$ cat src/rtl/seq_det_pkg.sv
// seq_det_pkg: reset defaults and length clamping shared by the sequence detector.
package seq_det_pkg;
  localparam int MAX_LEN_DEF = 8;
  localparam logic [31:0] RST_PATTERN_DEF = 32'h0000_0005;
  localparam int RST_LEN_DEF = 3;
  function automatic int unsigned clamp_len(input int unsigned len, input int unsigned max);
    return (len > max) ? max : len;
  endfunction
endpackage

$ cat src/rtl/sat_counter.sv
// sat_counter: up-counter that saturates at MAX; sync reset doubles as clear.
module sat_counter #(
  parameter int W = 8,
  parameter logic [W-1:0] MAX = '1
) (
  input  logic         clk,
  input  logic         reset,
  input  logic         inc,
  output logic [W-1:0] q
);
  always_ff @(posedge clk) begin
    if (reset) q <= '0;
    else if (inc && q != MAX) q <= q + 1'b1;
  end
endmodule

$ cat src/rtl/seq_detector_param.sv
// seq_detector_param: runtime-loadable serial pattern detector; SEQ_DET_CNT_EN adds a saturating match counter.
module seq_detector_param
  import seq_det_pkg::*;
#(
  parameter int MAX_LEN = MAX_LEN_DEF,
  parameter int LEN_W = $clog2(MAX_LEN + 1),
  parameter logic [MAX_LEN-1:0] RST_PATTERN = RST_PATTERN_DEF[MAX_LEN-1:0],
  parameter int RST_LEN = RST_LEN_DEF
`ifdef SEQ_DET_CNT_EN
  , parameter int CNT_W = 8
`endif
) (
  input  logic               clk,
  input  logic               reset,
  input  logic               cfg_load,
  input  logic [MAX_LEN-1:0] cfg_pattern,
  input  logic [LEN_W-1:0]   cfg_len,
  input  logic               cfg_overlap,
  input  logic               in_valid,
  input  logic               in_bit,
  output logic               found
`ifdef SEQ_DET_CNT_EN
  , output logic [CNT_W-1:0] match_count
`endif
);
  logic [MAX_LEN-1:0] pattern_r, hist_next, mask;
  logic [MAX_LEN-2:0] history;
  logic [LEN_W-1:0]   len_r, fill, fill_next;
  logic               overlap_r, accept, match;
  assign accept = in_valid & ~cfg_load;
  // the oldest history bit is shifted out before it can ever be compared, so it is not stored
  assign hist_next = {history, in_bit};
  assign fill_next = (fill == LEN_W'(MAX_LEN)) ? fill : fill + 1'b1;
  always_comb begin
    mask = '0;
    for (int i = 0; i < MAX_LEN; i++) mask[i] = LEN_W'(i) < len_r;
  end
  assign match = accept && len_r != '0 && fill_next >= len_r && ((hist_next ^ pattern_r) & mask) == '0;
  always_ff @(posedge clk) begin
    if (reset) begin
      pattern_r <= RST_PATTERN;
      len_r     <= LEN_W'(RST_LEN);
      overlap_r <= 1'b1;
      history   <= '0;
      found     <= 1'b0;
    end else begin
      found <= match;
      if (cfg_load) begin
        pattern_r <= cfg_pattern;
        len_r     <= LEN_W'(clamp_len(32'(cfg_len), MAX_LEN));
        overlap_r <= cfg_overlap;
        history   <= '0;
      end else if (accept) history <= hist_next[MAX_LEN-2:0];
    end
  end
  sat_counter #(.W(LEN_W), .MAX(LEN_W'(MAX_LEN))) u_fill (
    .clk   (clk),
    .reset (reset | cfg_load | (match & ~overlap_r)),
    .inc   (accept),
    .q     (fill)
  );
`ifdef SEQ_DET_CNT_EN
  sat_counter #(.W(CNT_W)) u_cnt (
    .clk   (clk),
    .reset (reset),
    .inc   (match),
    .q     (match_count)
  );
`endif
endmodule
$ cat config.mk
export PLATFORM = sky130hd
export DESIGN_NAME = seq_detector_param
export DESIGN_NICKNAME = d
export VERILOG_FILES = /design/src/rtl/seq_det_pkg.sv /design/src/rtl/sat_counter.sv /design/src/rtl/seq_detector_param.sv
export SDC_FILE = /design/constraint.sdc
export NUM_CORES = 1
export LEC_CHECK = 0
export BUFFER_PORTS_ARGS = -buffer_cell sky130_fd_sc_hd__buf_2
export CAP_MARGIN = 20
export CORE_ASPECT_RATIO = 0.6
export CORE_MARGIN = 1
export CORE_UTILIZATION = 40
export DETAILED_ROUTE_END_ITERATION = 10
export PLACE_DENSITY_LB_ADDON = 0.1
export SYNTH_ARGS = -nofsm -noshare
export SYNTH_HDL_FRONTEND = slang
export SYNTH_SLANG_ARGS = --single-unit
$ cat constraint.sdc
create_clock -name clk -period 3.9 [get_ports clk]
set_input_delay 0.195 -clock clk [delete_from_list [all_inputs] [get_ports clk]]
set_output_delay 0.195 -clock clk [all_outputs]
set_load 0.03 [all_outputs]
==> results.yml <==
routing:
  vias: 969
  ant_nets: 0
  drt-total-wl_um: 2450
  drc: 0
  drt_iter0_markers: 55
  viasPerCell: 5.07
  dr.pass1.iters: 4
  drt-wirelength-per-cell_um: 12.8
worst_setup_path:
  path_max_fanout: 4
  reg2reg_setup_slack_ns: 1.44
  critPathSlowestCell: "or4b_1"
  end_kind: "flip-flop"
  cp.arrival_ns: 2.61
  r2r_start: "u_fill.q[0]$_SDFFE_PP0P_"
  crit_required_ns: 4.05
  crit_path_start: "u_fill.q[0]$_SDFFE_PP0P_"
  crit_path_cell_trace: "inv_1, ha_1, nand3_1, xnor2_1, ha_1, nand2b_1, a2111oi_0, or4b_1, nor3_2, nor3_1"
  cpMostUsedCell: "ha_1"
  startpoint_type: "flip-flop"
  max_stage_delay_ns: 0.57
  path_class: "flip-flop to flip-flop"
layout:
  final_cell_mix: "dfxtp_1, buf_2, mux2i_1, nor2_1"
  fill_cells: 280
  layout_commonest_cell: "dfxtp_1"
  drive_gt1_share_pct: 18.8
  antenna_cells: 0
  syn_to_final_growth_pct: 12.9
  fin_nets: 174
  design_area_sq_um: 1410
yosys:
  syn_inst: 132
  syn-cell-area_sq_um: 1250
  synth_xor_area_share_pct: 8.30
  seq_area_frac_synth_pct: 40.0
  yosysWarningCount: 0
  synth_fp_nets: 156
  synth_top_family_by_area: "simple AND/OR/NAND/NOR gates"
  ys_ff_latch: 25
  synth_compound_area_share_pct: 11.6
  ys_types: 34
  synthSimpleGateAreaFrac_pct: 16.8
  synthMuxAreaShare_pct: 12.8
  avgSynthCellArea_sq_um: 9.48
  synthAdderAreaFrac_pct: 6.00
timing:
  fmax_mhz: 406
  skew_ns: 0.00139
  fin_crit_ns: 2.46
  rsz0062_at_grt: "no"
  max_slew_margin_pct: 65.8
  final_hold_viol_count: 0
  maxSlewViolCount: 0
  setup_viol: 0
  tns_ns: 0
  tightest_slew_ns: 0.500
  post-route-period-util_pct: 63.2
global_route:
  grt_busiest_layer: "met2"
  grt_antenna_before_repair: 0
  overflow: 0
  grt_pass1_vias: 853
  grt_max_degree: 20
  grt_pass1_wl_um: 4020
  grtUsageMet1_pct: 23.6
  grtUsageMet2_pct: 23.8
  track_usage_pct: 16.7
  use_met3_pct: 5.36
job:
  drv_cap: 0
worst_hold_path:
  hp-class: "input pin to flip-flop"
  min_from: "cfg_pattern[0]"
cts:
  cts_sinks: 25
  cts_buffers: 3
  htree_levels: 1
  clk_latency_ns: 0.27
  cts_tree: "yes"
  post-cts-setup-buffer-count: 0
  clk_pin_slew_ns: 0.09
  cts_hold_buf: 0
  cts_root_buffer: "clkbuf_8"
  cts_buffer_depth: 2
  cts.repair.resized: 0
floorplanning:
  fp.dieH_um: 45.3
  core_area_sq_um: 2930
  die_w_um: 74.2
  fp-row-count: 15
  ioPinCount: 19
  die_area_sq_um: 3360
  start_util_pct: 42.7
placement:
  placed_area_sq_um: 1360
  dp_hpwl_um: 1850
  port_buffers: 18
  gp_congestion: 0.752
pwr:
  vdd_drop_max_v: 0.000161
  leakagePower_nw: 0.619
  power_density_nw_per_um2: 351
outcome:
  status: "completed"
state kept, by name (all words and copies together) (netlist names):
| name | flops |
|---|---|
| pattern_r | 8 |
| history | 7 |
| len_r | 4 |
| u_fill.q | 4 |
| found | 1 |
| overlap_r | 1 |
Yosys cell counts (all sizes together):
cell type	instances	area share (%)
a211o	3	2.1
or3	2	1.0
o22ai	2	1.0
a221oi	1	1.2
xnor2	6	4.8
or4b	1	0.80
clkbuf	3	0.90
buf	2	1.5
nand2b	1	0.50
nor2b	4	2.6
o21ai	4	1.6
xor2	5	3.5
or2	1	0.50
ha	6	6.0
a41oi	1	0.70
nand2	5	1.5
mux2i	16	13
nor3	7	3.2
a22oi	1	0.60
a2111oi	1	0.70
nand3	3	1.2
inv	7	2.1
or3b	1	0.70
a21oi	6	2.4
a21o	1	0.60
nor2	16	4.8
dfxtp	25	40
o21a	1	0.70
worst max-delay path, delay by kind of cell (launching register included):
kind | cells | cell delay, ns
AOI/OAI and AO/OA | 1 | 0.11
xor gates and xnor gates | 1 | 0.08
adders and majority gates | 2 | 0.49
buffers and inverters | 1 | 0.10
DFF | 1 | 0.41
and+or+nand+nor | 5 | 1.15
final cells by class:
| type | count | area (sq um) | share of cell area, % |
|---|---|---|---|
| clock inverters | 1 | 7.51 | 0.531 |
| well taps | 42 | 52.6 | 3.72 |
| clock buffers | 3 | 41.3 | 2.92 |
| flip-flops and latches | 25 | 500 | 35.4 |
| repair buffers | 18 | 90.1 | 6.38 |
| inverters | 7 | 26.3 | 1.86 |
| multi-input cells | 95 | 694 | 49.2 |
final timing paths:
path                          endpoint  cells past startpoint
max           u_fill.q[1]$_SDFFE_PP0P_                     10
min          pattern_r[0]$_SDFFE_PP1P_                      2
max reg2reg   u_fill.q[1]$_SDFFE_PP0P_                     10
min reg2reg    history[6]$_SDFFE_PP0P_                      2
cell families after synthesis:
family | Yosys count
buffers and inverters | 12
XOR/XNOR | 11
AND/OR/NAND/NOR | 41
AO/OA/AOI/OAI | 21
flip-flops | 25
adder cells (fa/ha/maj) | 6
multiplexers | 16
per-stage QoR:
stage | worst slack [ns] | hold WS, ns | util [%] | std cells | total power [mW]
after global placement | 1.57 | 0.397 | 46.6 | 187 | 0.343
after detailed placement | 1.45 | 0.414 | 46.6 | 187 | 0.346
after global routing | 1.29 | 0.125 | 48.2 | 191 | 0.524
after CTS | 1.43 | 0.123 | 48.2 | 191 | 0.504
after floorplan | 1.69 | 0.291 | - | 132 | 0.326
final | 1.44 | 0.126 | 48.2 | 191 | 0.496
where the power goes:
part / internal [mW] / total [mW] / switching (mW)
combinational: 0.0324 / 0.0650 / 0.0325
sequential: 0.265 / 0.275 / 0.00967
clock: 0.0725 / 0.157 / 0.0842
routing by layer:
metal / share of wire [%] / wire (um) / vias to the layer above
met2: 40 / 988 / 32
met3: 6.9 / 168 / 4
met1: 52 / 1270 / 443
li1: - / - / 490
met5: 0 / 0 / -
met4: 1.2 / 29 / 0
Note: power is estimated with default switching activity, not from simulation.
